==> config.mk <==
export PLATFORM = sky130hd
export DESIGN_NAME = sram_mem_controller
export DESIGN_NICKNAME = d
export VERILOG_FILES = /design/src/rtl/sram_ctrl_pkg.sv /design/src/rtl/sram_wait_counter.sv /design/src/rtl/sram_mem_controller.sv
export SDC_FILE = /design/constraint.sdc
export NUM_CORES = 1
export LEC_CHECK = 0
export ABC_AREA = 1
export BUFFER_PORTS_ARGS = -buffer_cell sky130_fd_sc_hd__buf_4
export CAP_MARGIN = 10
export CORE_ASPECT_RATIO = 0.5
export CORE_MARGIN = 1
export CORE_UTILIZATION = 42
export CTS_CLUSTER_DIAMETER = 40
export CTS_CLUSTER_SIZE = 25
export DETAILED_ROUTE_END_ITERATION = 8
export HOLD_SLACK_MARGIN = 0.06
export PLACE_DENSITY = 0.76
export SYNTH_ARGS = -nofsm -noshare
export SYNTH_HDL_FRONTEND = slang
export SYNTH_SLANG_ARGS = --single-unit
==> constraint.sdc <==
create_clock -name clk -period 1.9 [get_ports clk]
set_input_delay 0.19 -clock clk [delete_from_list [all_inputs] [get_ports clk]]
set_output_delay 0.19 -clock clk [all_outputs]
set_load 0.005 [all_outputs]
==> src/rtl/sram_ctrl_pkg.sv <==
// Shared types and constants for the multi-cycle SRAM memory stage.
// Contents:
//   state_e - controller phase: IDLE, LOW (low half-word), HIGH (high half-word), DONE
//   DATA_W  - pipeline data width (32)
//   HALF_W  - external SRAM data width (16)
package sram_ctrl_pkg;

  localparam int DATA_W = 32;
  localparam int HALF_W = 16;

  typedef enum logic [1:0] {
    IDLE = 2'd0,
    LOW  = 2'd1,
    HIGH = 2'd2,
    DONE = 2'd3
  } state_e;

endpackage

==> src/rtl/sram_wait_counter.sv <==
// Wait-state counter for one SRAM half-word phase.
// Ports:
//   clk, rst - clock, asynchronous active-high reset
//   clr      - return the count to 0 (wins over en)
//   en       - advance the count by one
//   tc       - terminal count: the count equals WAIT_CYCLES-1
module sram_wait_counter #(
  parameter int WAIT_CYCLES = 2
) (
  input  logic clk,
  input  logic rst,
  input  logic clr,
  input  logic en,
  output logic tc
);

  localparam int CW = (WAIT_CYCLES > 1) ? $clog2(WAIT_CYCLES) : 1;

  logic [CW-1:0] cnt_q, cnt_d;

  always_comb begin
    cnt_d = cnt_q;
    if (clr)     cnt_d = '0;
    else if (en) cnt_d = cnt_q + 1'b1;
  end

  always_ff @(posedge clk or posedge rst) begin
    if (rst) cnt_q <= '0;
    else     cnt_q <= cnt_d;
  end

  assign tc = (cnt_q == CW'(WAIT_CYCLES - 1));

endmodule

==> src/rtl/sram_mem_controller.sv <==
// Multi-cycle MEM stage: one 32-bit word access as two 16-bit SRAM phases
// (low half-word, then high half-word), each held for WAIT_CYCLES cycles.
// ready drops while an access is in flight; the pipeline freezes on ~ready.
// Optional build macro SRAM_RANGE_CHECK_EN: words beyond the SRAM are not
// accessed; the request completes in DONE with err=1 (read_data=0 on a read).
// Without the macro the address is truncated and err is tied 0.
// Ports:
//   clk, rst          - clock, asynchronous active-high reset
//   rd_en, wr_en      - load / store request (both set = store)
//   address           - byte address; BASE_ADDR maps to SRAM word 0
//   write_data        - store data
//   read_data         - registered load result, held between loads
//   ready             - 0 = stall the pipeline
//   sram_addr         - registered half-word address
//   sram_dq_out       - registered write data, sram_dq_oe = drive DQ
//   sram_dq_in        - read data from SRAM
//   sram_we_n         - registered active-low write strobe
//   err               - out-of-range flag during DONE (range-check build only)
module sram_mem_controller
  import sram_ctrl_pkg::*;
#(
  parameter int BASE_ADDR   = 1024,
  parameter int SRAM_AW     = 18,
  parameter int WAIT_CYCLES = 2
) (
  input  logic               clk,
  input  logic               rst,
  input  logic               rd_en,
  input  logic               wr_en,
  input  logic [DATA_W-1:0]  address,
  input  logic [DATA_W-1:0]  write_data,
  output logic [DATA_W-1:0]  read_data,
  output logic               ready,
  output logic [SRAM_AW-1:0] sram_addr,
  output logic [HALF_W-1:0]  sram_dq_out,
  output logic               sram_dq_oe,
  input  logic [HALF_W-1:0]  sram_dq_in,
  output logic               sram_we_n,
  output logic               err
);

  state_e             state_q, state_d;
  logic               wr_q, wr_d;
  logic [DATA_W-1:0]  read_data_q, read_data_d;
  logic [SRAM_AW-1:0] sram_addr_q, sram_addr_d;
  logic [HALF_W-1:0]  dq_out_q, dq_out_d;
  logic               dq_oe_q, dq_oe_d;
  logic               we_n_q, we_n_d;
  logic               cnt_clr, cnt_en, cnt_tc;

  logic               req;
  logic [DATA_W-1:0]  off;
  logic [29:0]        word;
  logic [SRAM_AW-1:0] lo_addr, hi_addr;
  logic               unused_off_bits;

  assign req     = rd_en | wr_en;
  // Wrap-around subtraction; byte offset within the word is dropped.
  assign off     = address - DATA_W'(BASE_ADDR);
  assign word    = off[31:2];
  assign lo_addr = SRAM_AW'({word, 1'b0});
  assign hi_addr = SRAM_AW'({word, 1'b1});
  assign unused_off_bits = ^off[1:0];

`ifdef SRAM_RANGE_CHECK_EN
  logic oor;
  logic err_q, err_d;
  // Any word bit at or above SRAM_AW-1 would not fit in the half-word address.
  assign oor = (word >> (SRAM_AW - 1)) != '0;
`endif

  sram_wait_counter #(.WAIT_CYCLES(WAIT_CYCLES)) u_wait (
    .clk (clk),
    .rst (rst),
    .clr (cnt_clr),
    .en  (cnt_en),
    .tc  (cnt_tc)
  );

  always_comb begin
    state_d     = state_q;
    wr_d        = wr_q;
    read_data_d = read_data_q;
    sram_addr_d = sram_addr_q;
    dq_out_d    = dq_out_q;
    dq_oe_d     = dq_oe_q;
    we_n_d      = we_n_q;
    cnt_clr     = 1'b0;
    cnt_en      = 1'b0;
`ifdef SRAM_RANGE_CHECK_EN
    err_d       = 1'b0;
`endif
    case (state_q)
      IDLE: begin
        cnt_clr = 1'b1;
        if (req) begin
          // Operation is latched so the phases don't depend on rd_en/wr_en later.
          wr_d = wr_en;
`ifdef SRAM_RANGE_CHECK_EN
          if (oor) begin
            state_d = DONE;
            err_d   = 1'b1;
            if (!wr_en) read_data_d = '0;
          end else
`endif
          begin
            state_d     = LOW;
            sram_addr_d = lo_addr;
            we_n_d      = ~wr_en;
            dq_oe_d     = wr_en;
            dq_out_d    = write_data[HALF_W-1:0];
          end
        end
      end
      LOW: begin
        cnt_en = 1'b1;
        if (cnt_tc) begin
          cnt_clr = 1'b1;
          if (!wr_q) read_data_d[HALF_W-1:0] = sram_dq_in;
          state_d     = HIGH;
          sram_addr_d = hi_addr;
          dq_out_d    = write_data[DATA_W-1:HALF_W];
        end
      end
      HIGH: begin
        cnt_en = 1'b1;
        if (cnt_tc) begin
          cnt_clr = 1'b1;
          if (!wr_q) read_data_d[DATA_W-1:HALF_W] = sram_dq_in;
          state_d = DONE;
          we_n_d  = 1'b1;
          dq_oe_d = 1'b0;
        end
      end
      DONE:    state_d = IDLE;
      default: state_d = IDLE;
    endcase
  end

  always_ff @(posedge clk or posedge rst) begin
    if (rst) begin
      state_q     <= IDLE;
      wr_q        <= 1'b0;
      read_data_q <= '0;
      sram_addr_q <= '0;
      dq_out_q    <= '0;
      dq_oe_q     <= 1'b0;
      we_n_q      <= 1'b1;
    end else begin
      state_q     <= state_d;
      wr_q        <= wr_d;
      read_data_q <= read_data_d;
      sram_addr_q <= sram_addr_d;
      dq_out_q    <= dq_out_d;
      dq_oe_q     <= dq_oe_d;
      we_n_q      <= we_n_d;
    end
  end

`ifdef SRAM_RANGE_CHECK_EN
  always_ff @(posedge clk or posedge rst) begin
    if (rst) err_q <= 1'b0;
    else     err_q <= err_d;
  end
  assign err = err_q;
`else
  assign err = 1'b0;
`endif

  // DONE releases the pipeline; IDLE stalls only when a request is pending.
  assign ready       = (state_q == DONE) | ((state_q == IDLE) & ~req);
  assign read_data   = read_data_q;
  assign sram_addr   = sram_addr_q;
  assign sram_dq_out = dq_out_q;
  assign sram_dq_oe  = dq_oe_q;
  assign sram_we_n   = we_n_q;

endmodule
== Word level (Yosys, flattened, before mapping) ==
Index checks and enable logic that the tools add are counted.

* Output and inout port bits: 70
* Logic and storage cells: 55
* Bits in registers: 72
* Input port bits: 84

* Add/subtract/negate cells: 2
* Reduce and logical (&&, ||, !) cells: 11
* Equal/unequal tests: 6
* Bitwise operators: 6
* Mux-type cells: 21

{| class="wikitable"
|+ Operators with widths
! cell !! count
|-
| $mux W18 || 2
|-
| $pmux W18 S2 || 1
|-
| $mux W16 || 2
|-
| $pmux W16 S2 || 1
|-
| $sub A19 B11 Y19 const B || 1
|-
| $reduce_and A3 Y1 || 5
|-
| $mux W1 || 8
|-
| $pmux W2 S4 || 1
|-
| $mux W2 || 3
|-
| $pmux W1 S2 || 3
|-
| $reduce_bool A2 Y1 || 3
|-
| $eq A2 B2 Y1 const B || 2
|-
| $ne A2 B1 Y1 const B || 2
|-
| $not A1 Y1 || 3
|-
| $eq A2 B1 Y1 const B || 1
|-
| $logic_not A2 Y1 || 1
|-
| $ne A2 B2 Y1 const B || 1
|-
| $or A1 B1 Y1 || 2
|-
| $reduce_and A2 Y1 || 1
|-
| $reduce_or A2 Y1 || 1
|-
| $add A1 B1 Y1 const B || 1
|-
| $and A1 B1 Y1 || 1
|}

== Logic depth before layout (Yosys ltp) ==
Gate-level depths: netlist of run 1.

* Depth after elaboration: 5
* Depth in mapped cells: 9
* Depth with buffers taken out: 8

== Modules after synthesis ==
Synthesis of run 1 repeated with hierarchy kept, for this count alone.

* Cell total of the unflattened synthesis: 373
* Area, all modules: 3288.2 um^2

{| class="wikitable"
|+ Modules (own cells, without submodules)
! module !! instances !! area each (um^2) !! cells an instance !! sequential area each (um^2)
|-
| sram_mem_controller || 1 || 3240.6 || 366 || 1778.0
|-
| sram_wait_counter || 1 || 47.5 || 7 || 25.0
|}

== Worst setup path before layout of run 1 ==
OpenSTA, ideal clock, no wires.

* Kind: reg-to-reg
* Start point: reg state_q[1]
* End point: reg dq_out_q[0] (netlist: sram_dq_out[0])
* Period minus slack after synthesis: 1.483 ns
* Setup slack: 0.417 ns
* Buffers on the path: 2
* Cell stages (with the launch flop): 8
* Setup time: 0.117 ns
* Required time: 1.783 ns
* Arrival: 1.367 ns
* Path through: dfrtp_1 > inv_1 > ha_1 > buf_4 > buf_6 > mux2_2 > nand2_1 > nand2_1

* Longest elaborated chain between the ends: 3
* Elaborated cells on any way between the ends: 7
* Those cells by class: eq/ne (3); mux (1); reduce/logical (3)

{| class="wikitable"
|+ Ends and longest elaborated chain
! element !! RTL line !! RTL
|-
| start: declaration || sram_mem_controller.sv:42 || <nowiki>state_e state_q, state_d;</nowiki>
|-
| start signal: assignment || sram_mem_controller.sv:150 || <nowiki>state_q <= state_d;</nowiki>
|-
| $eq A2 B1 Y1 / $logic_not A2 Y1 (equally long branches) || sram_mem_controller.sv:93 || <nowiki>case (state_q)</nowiki>
|-
| $ne A2 B1 Y1 (no line) (tied with other cells) || - ||
|-
| $reduce_and A3 Y1 (no line) || - ||
|-
| end signal: assignment || sram_mem_controller.sv:154 || <nowiki>dq_out_q <= dq_out_d;</nowiki>
|-
| end: declaration || sram_mem_controller.sv:46 || <nowiki>logic [HALF_W-1:0] dq_out_q, dq_out_d;</nowiki>
|}

Parallel ways exist; a longest one is shown, timed or not.
A chain may end at the register's enable or synchronous reset.

== Worst setup path in the final report of run 1 ==
* Start point: reg state_q[0]
* End point: reg sram_addr_q[10] (netlist: sram_addr[10])

* Longest elaborated chain between the ends: 3
* Elaborated cells on any way between the ends: 7
* Those cells by class: eq/ne (3); mux (1); reduce/logical (3)

{| class="wikitable"
|+ Ends and longest elaborated chain
! element !! RTL line !! RTL
|-
| $eq A2 B1 Y1 / $logic_not A2 Y1 (equally long branches) || sram_mem_controller.sv:93 ||
|-
| $ne A2 B1 Y1 (no line) (tied with other cells) || - ||
|-
| $reduce_and A3 Y1 (no line) || - ||
|-
| end signal: assignment || sram_mem_controller.sv:153 || <nowiki>sram_addr_q <= sram_addr_d;</nowiki>
|-
| end: declaration || sram_mem_controller.sv:45 || <nowiki>logic [SRAM_AW-1:0] sram_addr_q, sram_addr_d;</nowiki>
|}

Parallel ways exist; a longest one is shown, timed or not.

==> metrics.md, run 1 <==
| Metric | Value |
|---|---|
| Outcome | complete, but fails checks |
| Failing checks | design-rule violations |
| Critical Path AT | 1850 ps |
| Vias/cell | 4.64 |
| Htree depth | 3 |
| Drt initial violations | about 140 |
| Syn Inst Count | between 300 and 400 |
| Routed Antenna Nets | 0 |
| Top-count cell post-synth | nand2_1 |
| Postcts setup bufs | 0 |
| Ports | 154 |
| # resized after CTS | 0 |
| Clk slew on worst S/H paths | 60 ps |
| DRC viols | 2 |
| Critical Path RT | 2100 ps |
| Max Clock Freq | 606 MHz |
| Synth area leaders | dfrtp_1, nand2_1, o21ai_0 |
| Reg2reg path depth | 7 |
| Final hold violations | 0 |
| RSZ-0062 raised after global routing | no |
| Root Driver | clkbuf_16 |
| Critical-path top delay cell | dfrtp_1 |
| All-Layer GR Usage | ~20% |
| Initial antenna violation count | 0 |
| Starting Density | roughly 44% |
| Maximum vdd drop | between 0.6 and 0.7 mV |
| Synth-to-layout area growth | 48.3% |
| Ys flop type | dfrtp_1 |
| Synth cell count leaders | nand2_1, dfrtp_1, o21ai_0 |
| Crit path launch type | flop |
| Mapped cell area | 3230 um2 |
| Std-Cell Rows | 22 |
| Slew headroom | a little under two thirds |
| Layout cell share with drive strength beyond 1 | a little over a third |
| Setup ws final | roughly 250 ps |
| CTS tree | done |
| Tcrit/Tclk final | about 87% |
| Critical path class | reg2reg |
| Flop-to-flop setup slack | 250 ps |
| Sink Count | 72 |
| Max_cap viols | 0 |
| Top cell type's share of synthesized area | between 50% and 60% |
| Antenna diodes | 0 |
| Drt total wl | 7.67 mm |
| Worst Path Max Fanout | 27 |
| Hold Path Class | in2reg |
| Vias in the first global route | 2655 |
| Average wire per standard cell | 12.4 um |
| Crit Reg-Reg Endpoint | sram_addr[10] |
| Synthesis-stage register bit count | 72 |
| Fin util | 64.9% |
| Max-slew violations | 0 |
| Register area share after synthesis | 55.8% |
| Synthesis Warnings | 0 |
| Clk Latency, worst-skew pair | 330 ps |
| Hold EP | sram_addr[2] |
| Hold depth | 3 |
| Drt pass-1 iters | 6 |
| Type of destination of the critical path | flop |
| CORE AREA | 7380 um2 |
| Die area | around 8000 um2 |
| Total negative slack | 0 ps |
| Kind of cell adding the most delay to the critical path | buffers and inverters |
| Post-DP HPWL | 5.45 mm |
| Synth Net Count | 459 |
| Setup-failing EPs final | 0 |
| Die Ht | 64.0 um |
| PwrDens | 1710 nW/um2 |
| Min Tclk post-route | 1650 ps |
| Largest area contributor in the netlist | dfrtp_1 |
| Post-synth EDFFs | 0 |
| Slew @ Worst Pin | 540 ps |
| Port Buffers | 137 |
| Layout Skew | around 3.4 ps |
| TritonCTS Buffers | 9 |
| Max incr delay on CP | 420 ps |
| Worst slack, placed | 246 ps |
| Post-synthesis average cell area | 8.75 um2 |
| Ys async rst share | 100% |
| Leakage power | ~2.6 nW |
| Final total power | 8.18 mW |
| Vias | 2870 |
| Yosys cell types | 20 |
| Maximum buffer depth of the clock tree | 2 |
| Critical Path, Cell by Cell | inv_1, ha_1, inv_1, o21ai_0, nand2_1, buf_4, o21ai_0 |
| Gr ovfl total | 0 |
| Hold_sp | address[3] |
| Reg2Reg Launch Point | state_q[0] |
| Global placement routability congestion | 0.754 |
| Die Width | 126 um |
| Largest net degree at the start of global routing | 44 |
| CP Buf/Inv Count | 3 |
| First-pass GRT wire length | 12.5 mm |
| Layout net count | between 600 and 700 |
[worst min-delay path: stages]
cell and delay (ps):
buf_4 80, nand2_1 40, nand2_1 50
[layer usage]
layer | GRT usage [%] | up-vias | wire length (um)
met2 | 34.7 | 70 | 3910
met5 | 0 | - | 0
li1 | - | 1445 | -
met4 | 6.33 | 0 | 89
met3 | 5.19 | 10 | 277
met1 | 24.4 | 1345 | 3390
[sequential cells by signal (all words and copies together), names as in the netlist]
register,cells
read_data,32
sram_addr,18
sram_dq_out,16
state_q,2
sram_dq_oe,1
sram_we_n,1
u_wait.tc,1
wr_q,1
[per-stage QoR]
step                      cell area (um2)  hold WS (ps)  std cells
final                                4790          70.6        618
after global routing                 4790          64.8        618
after CTS                            4780          61.6        617
after detailed placement             4360           333        596
after global placement               4360           310        596
after floorplan                      3230           299        369
[power breakdown]
| group | switching, mW | internal, mW | leakage [nW] |
|---|---|---|---|
| logic | 1.65 | 1.73 | 1.57 |
| registers | 0.427 | 2.33 | 0.878 |
| clock network | 0.605 | 1.45 | 0.182 |
[worst max path at each step]
stage	endpoint	startpoint	cells after the start	slack [ps]
after floorplan	sram_dq_out[0]	state_q[1]	7	420
after global placement	sram_addr[10]	state_q[0]	7	320
after detailed placement	sram_addr[10]	state_q[0]	7	250
after CTS	sram_addr[10]	state_q[0]	7	230
after global routing	sram_addr[9]	state_q[0]	7	60
final	sram_addr[10]	state_q[0]	7	250
[what timing repair did]
action                                  4_1_cts  5_1_grt
endpoints found under the hold margin        33        1
endpoints found under the setup margin        0        0
hold buffers                                  5        1
[cell type report]
cell class / instances / area, um2
clock buffers: 10 / 239
clock inverters: 6 / 130
fillers: 626 / 2590
inverters: 37 / 143
multi-input cells: 244 / 1180
flip-flops and latches: 72 / 1800
well taps: 96 / 120
repair buffers: 153 / 1180
[cells in the final DEF, fill, tap and decap left out]
cell           instances
dfstp_2                1
buf_4                146
dlygate4sd3_1          6
ha_1                   6
clkbuf_16              9
mux2_2                16
clkinv_2               2
clkinvlp_4             1
conb_1                 1
a21oi_1                2
o21ai_0               45
nor2_1                12
nor3_1                 1
clkbuf_8               1
dfrtp_1               71
inv_1                 36
buf_12                 1
xnor2_1                1
nand4_1                1
nand2_1              146
o211ai_1               1
bufinv_16              4
nand3_1               11
a21o_1                 1
[cell families (layout without fill, tap and decap cells)]
group	Yosys count	in the layout	share of synthesized area, %
AND/OR/NAND/NOR	171	171	20.4
flip-flops	72	72	55.8
buffers and inverters	53	206	7.71
AO/OA/AOI/OAI	49	49	7.75
multiplexers	16	16	5.58
adder cells (fa/ha/maj)	6	6	2.32
other	1	1	0.116
XOR/XNOR	1	1	0.271
Power figures use the tool's default switching activity.
==> inputs of run 2 (changes only) <==
CORE_ASPECT_RATIO = 1.2   (was 0.5)
==> run 2 against run 1 <==
Worst setup slack worse by 62 ps. Clock-buffer cell count unchanged. First-iteration DRC count rose by 5.1%. Cell count shrank 0.49%. Register-to-register slack lost 60 ps. Highest routed layer unchanged. Sequential cell count did not move. Total power shrank 9.1%. The flow now finishes without violations.
==> metrics.md, run 2 (synthesis gave the netlist of run 1 again) <==
| Metric | Value |
|---|---|
| Clk slew on worst S/H paths | 80 ps (was 60 ps) |
| Met1 Use GR | 26.0% (was 24.4%) |
| Crit Reg-Reg Endpoint | sram_addr[16] (was sram_addr[10]) |
| All-Layer GR Usage | 21.2% (was 19.9%) |
| Gr ovfl total | 0 (unchanged) |
| Initial antenna violation count | 0 (unchanged) |
| Min Tclk post-route | 1710 ps (was 1650 ps) |
| Vias/cell | 4.75 (was 4.64) |
| Hold_sp | address[10] (was address[3]) |
| M3 GR Usage | 4.67% (was 5.19%) |
| Reg2reg path depth | 9 (was 7) |
| Layout Skew | 4.31 ps (was 3.42 ps) |
| Std-Cell Rows | 34 (was 22) |
| Max Clock Freq | 584 MHz (was 606 MHz) |
| Hold EP | sram_addr[9] (was sram_addr[2]) |
| Fill count | 664 (was 626) |
| RSZ-0062 raised after global routing | no (unchanged) |
| Flop-to-flop setup slack | 190 ps (was 250 ps) |
| DRC viols | 0 (was 2) |
| Sink Count | 72 (unchanged) |
| Leakage power | 2.58 nW (was 2.64 nW) |
| Ports | 154 (unchanged) |
| Maximum buffer depth of the clock tree | 2 (unchanged) |
| Layout cell share with drive strength beyond 1 | 34.3% (was 34.7%) |
| GR Util met2 | 34.8% (was 34.7%) |
| Critical path class | reg2reg (unchanged) |
| PwrDens | 1590 nW/um2 (was 1710 nW/um2) |
| # resized after CTS | 0 (unchanged) |
| Fin util | 63.5% (was 64.9%) |
| Multi-input combinational cell area | 1180 um2 (unchanged) |
| Critical Path AT | 1980 ps (was 1850 ps) |
| CTS tree | done (unchanged) |
| Drt pass-1 iters | 4 (was 6) |
| Post-DP HPWL | 5.98 mm (was 5.45 mm) |
| Average wire per standard cell | 12.8 um (was 12.4 um) |
| Vias | 2923 (was 2870) |
| Drt initial violations | 143 (was 136) |
| Final hold violations | 0 (unchanged) |
| Max_cap viols | 0 (unchanged) |
| Layout net count | 610 (was 607) |
| Worst Path Max Fanout | 18 (was 27) |
| GRT busiest layer | met2 (unchanged) |
| Root Driver | clkbuf_8 (was clkbuf_16) |
| Total negative slack | 0 ps (unchanged) |
| First-pass GRT wire length | 13.2 mm (was 12.5 mm) |
| Clk Latency, worst-skew pair | 330 ps (about the same) |
| Starting Density | 43.9% (was 43.8%) |
| Die Width | 82.0 um (was 126 um) |
| Critical Path RT | 2170 ps (was 2100 ps) |
| CORE AREA | 7360 um2 (was 7380 um2) |
| Routed Antenna Nets | 0 (unchanged) |
| Die area | 8040 um2 (was 8060 um2) |
| Drt total wl | 7.89 mm (was 7.67 mm) |
| Maximum vdd drop | 0.844 mV (was 0.659 mV) |
| Hold Path Class | in2reg (unchanged) |
| Hold depth | 2 (was 3) |
| Port Buffers | 137 (unchanged) |
| Most frequent cells in the layout | nand2_1, buf_4, dfrtp_1 (unchanged) |
| TritonCTS Buffers | 9 (unchanged) |
| Crit path launch type | flop (unchanged) |
| Global placement routability congestion | 0.825 (was 0.754) |
| Reg2Reg Launch Point | state_q[0] (unchanged) |
| Sequential Area | 1800 um2 (unchanged) |
| Synth-to-layout area growth | 44.8% (was 48.3%) |
| Setup-failing EPs final | 0 (unchanged) |
| Tcrit/Tclk final | 90.1% (was 86.8%) |
| Worst slack, placed | 215 ps (was 246 ps) |
| Antenna diodes | 0 (unchanged) |
| Commonest non-fill, non-tap cell in the layout | nand2_1 |
| Die Ht | 98.1 um (was 64.0 um) |
| Max-slew violations | 0 (unchanged) |
| Vias in the first global route | 2941 (was 2655) |
| Max reg flops | 32 (unchanged) |
| Outcome | finished clean (was complete, but fails checks) |
| Setup ws final | 188 ps (was 251 ps) |
| Htree depth | 3 (unchanged) |
| Type of destination of the critical path | flop (unchanged) |
| Largest net degree at the start of global routing | 38 (was 44) |
-- run 2: cell types whose count changed in the layout (fill, tap and decap cells not counted), moves of 2 or more --
cell / change
clkinv_2: -2
clkbuf_8: +8
clkbuf_16: -9
bufinv_16: -2
clkinvlp_4: +2
dlygate4sd3_1: +3
-- run 2: layout make-up --
cell class	count	area share [%]
clock buffer	10	2.73
sequential	72	38.6
inverter	37	3.05
timing repair buffer	156	26.1
tap	90	2.41
clock inverter	6	1.98
multi-input combinational	244	25.2
-- run 2: stage by stage --
step	hold WS (ps)	instances	total power, mW	area [um2]
2_1_floorplan	299	369	4.49	3230
3_3_place_gp	223	590	6.01	4360
3_5_place_dp	230	590	6.17	4360
4_1_cts	67.4	615	7.52	4670
5_1_grt	74.2	615	8.05	4670
6_report	77.9	615	7.43	4670
-- run 2: how the worst max path moves through the flow --
stage,to,cells past startpoint,startpoint
2_1_floorplan,sram_dq_out[0],7,state_q[1]
3_3_place_gp,sram_addr[16],9,state_q[0]
3_5_place_dp,sram_addr[16],9,state_q[0]
4_1_cts,sram_addr[16],9,state_q[0]
5_1_grt,sram_addr[16],9,state_q[0]
6_report,sram_addr[16],9,state_q[0]
-- run 2: layer usage --
| layer | up-vias | routed length, um |
|---|---|---|
| li1 | 1449 | - |
| met1 | 1361 | 3160 |
| met2 | 94 | 4070 |
| met3 | 19 | 420 |
| met4 | 0 | 242 |
| met5 | - | 0 |
-- run 2: worst max-delay path, stage by stage, from the launching register on --
cell	delay [ps]
dfrtp_1	440
inv_1	110
ha_1	200
inv_1	100
o21ai_0	160
nand2_1	120
inv_1	90
buf_4	230
nand3_1	110
nand2_1	80
-- run 2: power by group --
| part | internal [mW] | switching (mW) |
|---|---|---|
| clock network | 0.746 | 0.569 |
| logic | 1.72 | 1.63 |
| registers | 2.32 | 0.445 |
-- run 2: repair_timing --
action / in CTS / in global routing
endpoints found under the hold margin: 24 / 0
setup buffers: 0 / 0
hold buffers: 9 / 0
==> inputs of run 3 (changes only) <==
ABC_AREA = unset   (was 1)
CORE_UTILIZATION = 47   (was 42)
HOLD_SLACK_MARGIN = 0.08   (was 0.06)
PLACE_DENSITY = 0.8   (was 0.76)
clock period = 1.7 ns   (was 1.9 ns; I/O delays follow)
==> run 3 against run 2 <==
The run now ends with negative setup slack left. Critical path depth decreased by 3. Cell count decreased by 18%. Cell area increased by 9.3%. Worst hold slack improved by 28 ps. Clock skew increased by 6.7 ps. Total power increased by 28%. Die area decreased by 8.0%. Non-clock buffer count increased by 26. Clock-buffer cell count decreased by 1. Critical endpoint is now ready. Highest routed layer unchanged.
==> metrics.md, run 3 <==
| Metric | Value |
|---|---|
| Outcome | complete, but fails checks (was finished clean) |
| Failing checks | negative setup slack |
| Largest family of logic cells by synthesized area | multiplexers (was simple AND/OR/NAND/NOR gates) |
| Gr ovfl total | 0 (unchanged) |
| RSZ-0062 raised after global routing | yes (was no) |
| Post-DP HPWL | 5.13 mm (was 5.98 mm) |
| First-pass GRT wire length | 12.4 mm (was 13.2 mm) |
| Sink Count | 72 (unchanged) |
| Ports | 154 (unchanged) |
| Clk slew on worst S/H paths | 70 ps (was 80 ps) |
| Setup ws final | -109 ps (was 188 ps) |
| Max_cap viols | 0 (unchanged) |
| Post-Synth Adder-Cell Area | 2.26% (was 2.32%) |
| Critical Path, Cell by Cell | inv_2, ha_4, or3b_4, buf_6, nand2b_1, buf_4 (was inv_1, ha_1, inv_1, o21ai_0, nand2_1, inv_1, buf_4, nand3_1, nand2_1) |
| Largest net degree at the start of global routing | 43 (was 38) |
| CTS tree | done (unchanged) |
| Die Width | 78.7 um (was 82.0 um) |
| Final total power | 9.54 mW (was 7.43 mW) |
| Setup-failing EPs final | 35 (was 0) |
| Htree depth | 3 (unchanged) |
| Type of destination of the critical path | output port (was flop) |
| Ys async rst share | 100% (unchanged) |
| Clk pwr share | 16.0% (was 17.7%) |
| Crit path depth | 6 (was 9) |
| Synthesis Warnings | 0 (unchanged) |
| Kind of cell adding the most delay to the critical path | simple AND/OR/NAND/NOR gates (was buffers and inverters) |
| Vias in the first global route | 2654 (was 2941) |
| Max Clock Freq | between 500 and 600 MHz |
| Simple-gate share of the synthesized area | 4.03% (was 20.4%) |
| Syn Inst Count | 227 (was 369) |
| Slew @ Worst Pin | 550 ps |
| Fin util | 75.0% (was 63.5%) |
| Register area share after synthesis | 54.3% (was 55.8%) |
| Final hold violations | 0 (unchanged) |
| XOR/XNOR share of the synthesized area | 0.528% (was 0.271%) |
| Yosys cell types | 34 (was 20) |
| Reg2Reg Launch Point | state_q[0] (unchanged) |
| Hold Path Class | in2reg (unchanged) |
| Synth Net Count | 317 (was 459) |
| Std-Cell Rows | 33 (was 34) |
| Synth Area in Compound Gates | 4.94% (was 7.75%) |
| Die area | 7400 um2 (was 8040 um2) |
| Reg2reg path depth | 6 (was 9) |
| Flop-to-flop setup slack | -90 ps (was 190 ps) |
| Synth cell count leaders | dfrtp_1, mux2_2, mux2_4 (was nand2_1, dfrtp_1, o21ai_0) |
| Crit path launch type | flop (unchanged) |
| Top-count cell post-synth | dfrtp_1 (was nand2_1) |
| Net Switching | 2.94 mW (was 2.64 mW) |
| Max incr delay on CP | 410 ps (was 440 ps) |
| Tcrit/Tclk final | 106% |
| Crit path from | state_q[0] (unchanged) |
| Worst Path Max Fanout | 3 (was 18) |
| Critical-path top delay cell | dfrtp_1 (unchanged) |
| PwrDens | 1870 nW/um2 (was 1590 nW/um2) |
| Clk Latency, worst-skew pair | 350 ps (was 330 ps) |
| Total negative slack | -1870 ps (was 0 ps) |
| Critical Path AT | 1640 ps (was 1980 ps) |
| Global placement routability congestion | 0.728 (was 0.825) |
| DRC viols | 0 (unchanged) |
| Fill count | 477 (was 664) |
| Drt total wl | 7.94 mm (was 7.89 mm) |
| Synth-to-layout area growth | 54.0% (was 44.8%) |
| Initial antenna violation count | 0 (unchanged) |
| Ys flop type | dfrtp_1 (unchanged) |
| Sw Ratio | 30.8% (was 35.6%) |
| Critical path class | reg2out (was reg2reg) |
| Antenna diodes | 0 (unchanged) |
| Layout net count | 501 (was 610) |
| Drt initial violations | 38 (was 143) |
| Min Tclk post-route | around 1800 ps |
| Slew headroom | 63.3% |
| Vias | 2553 (was 2923) |
| Maximum vdd drop | 1.03 mV (was 0.844 mV) |
| CORE AREA | 6810 um2 (was 7360 um2) |
| Crit Reg-Reg Endpoint | sram_dq_out[2] (was sram_addr[16]) |
| Synth area leaders | dfrtp_1, mux2_2, mux2_4 (was dfrtp_1, nand2_1, o21ai_0) |
| P_int | 6.60 mW (was 4.79 mW) |
| Maximum buffer depth of the clock tree | 2 (unchanged) |
| WHS | 106 ps (was 77.9 ps) |
| Top cell type's share of synthesized area | 53.5% (was 55.0%) |
| Max-slew violations | 0 (unchanged) |
| CP Capture Point | ready (was sram_addr[16]) |
| Critical Path RT | 1530 ps (was 2170 ps) |
| CP Buf/Inv Count | 3 (was 4) |
| Root Driver | clkbuf_8 (unchanged) |
| Layout cell share with drive strength beyond 1 | 63.7% (was 34.3%) |
| Port Buffers | 137 (unchanged) |
| TritonCTS Buffers | 9 (unchanged) |
| Power share of the combinational group | 51.1% (was 45.0%) |
| Post-synthesis average cell area | 14.6 um2 (was 8.75 um2) |
| Leakage power | 2.44 nW (was 2.58 nW) |
| Mapped cell area | 3320 um2 (was 3230 um2) |
| All-Layer GR Usage | 22.3% (was 21.2%) |
| Max reg flops | 32 (unchanged) |
| Layout Skew | 11.0 ps (was 4.31 ps) |
| Synthesis-stage register bit count | 72 (unchanged) |
| Post-synth EDFFs | 0 (unchanged) |
| Commonest non-fill, non-tap cell in the layout | buf_4 (was nand2_1) |
| Largest area contributor in the netlist | dfrtp_1 (unchanged) |
| Most frequent cells in the layout | buf_4, dfrtp_1, mux2_2 (was nand2_1, buf_4, dfrtp_1) |
| Vias/cell | 5.08 (was 4.75) |
| Drt pass-1 iters | 4 (unchanged) |
| Mux contribution to synthesized area | 29.8% (was 5.58%) |
| Starting Density | 48.7% (was 43.9%) |
| Routed Antenna Nets | 0 (unchanged) |
| Die Ht | 94.0 um (was 98.1 um) |
| Sequential power share | 32.9% (was 37.3%) |
| Average wire per standard cell | 15.8 um (was 12.8 um) |
run 3: cell count changes after synthesis, sizes merged, moves of 5 or more:
cell,before,now
nand2,146,3
mux2,16,77
o21ai,45,3
inv,37,8
nand3,11,0
nor2,12,2
a21oi,2,7
a31oi,0,5
or3,0,5
run 3: timing repair:
item | CTS | global route
pin swaps | 2 | 1
hold buffers | 25 | 0
gates cloned | 2 | 0
resized for setup | 10 | 6
hold endpoints to repair | 111 | 0
setup buffers | 5 | 0
endpoints found under the setup margin | 34 | 68
run 3: power groups by stage:
stage	Sequential (mW)	Clock [mW]	Combinational [mW]
global placement	3.10	0	4.35
global route	3.24	1.64	5.23
detailed placement	3.14	0	4.48
CTS	3.13	1.56	4.75
finish	3.14	1.53	4.87
floorplan	3.17	0	2.61
run 3: cells by family (layout without fill, tap and decap cells):
group	count (synthesis)	in the layout
AO/OA/AOI/OAI	25	25
XOR/XNOR	2	2
adder cells (fa/ha/maj)	6	6
buffers and inverters	19	206
flip-flops	72	72
multiplexers	80	80
other	1	1
AND/OR/NAND/NOR	22	24
run 3: how the worst min path moves through the flow:
| stage | start | to | depth (start not counted) |
|---|---|---|---|
| finish | wr_en | wr_q | 2 |
| global route | wr_en | wr_q | 2 |
| CTS | wr_en | wr_q | 2 |
| detailed placement | rst | read_data[15] | 3 |
| global placement | rst | read_data[11] | 3 |
| floorplan | wr_en | wr_q | 1 |
run 3: final cells by class:
cell class                      count  area [um2]  area share [%]
Timing Repair Buffer              182        1470            28.7
Clock buffer                        9         124            2.42
Tap cell                           87         109            2.13
Inverter                            8        33.8           0.661
Multi-Input combinational cell    138        1470            28.8
Sequential cell                    72        1800            35.3
Clock inverter                      7         103            2.01
run 3: per-layer routing:
layer | track usage [%] | part of all wire (%) | up-vias
li1 | - | - | 1183
met1 | 25.9 | 39 | 1253
met2 | 38.4 | 54 | 100
met3 | 5.73 | 5.2 | 17
met4 | 10.2 | 2.2 | 0
met5 | 0 | 0 | -
run 3: through the flow:
step	setup WS (ps)	std cells	area (um2)
after floorplan	-344	227	3330
final	-109	503	5110
after CTS	-107	503	5050
after global placement	-144	455	4490
after detailed placement	-166	455	4490
after global routing	-175	503	5110
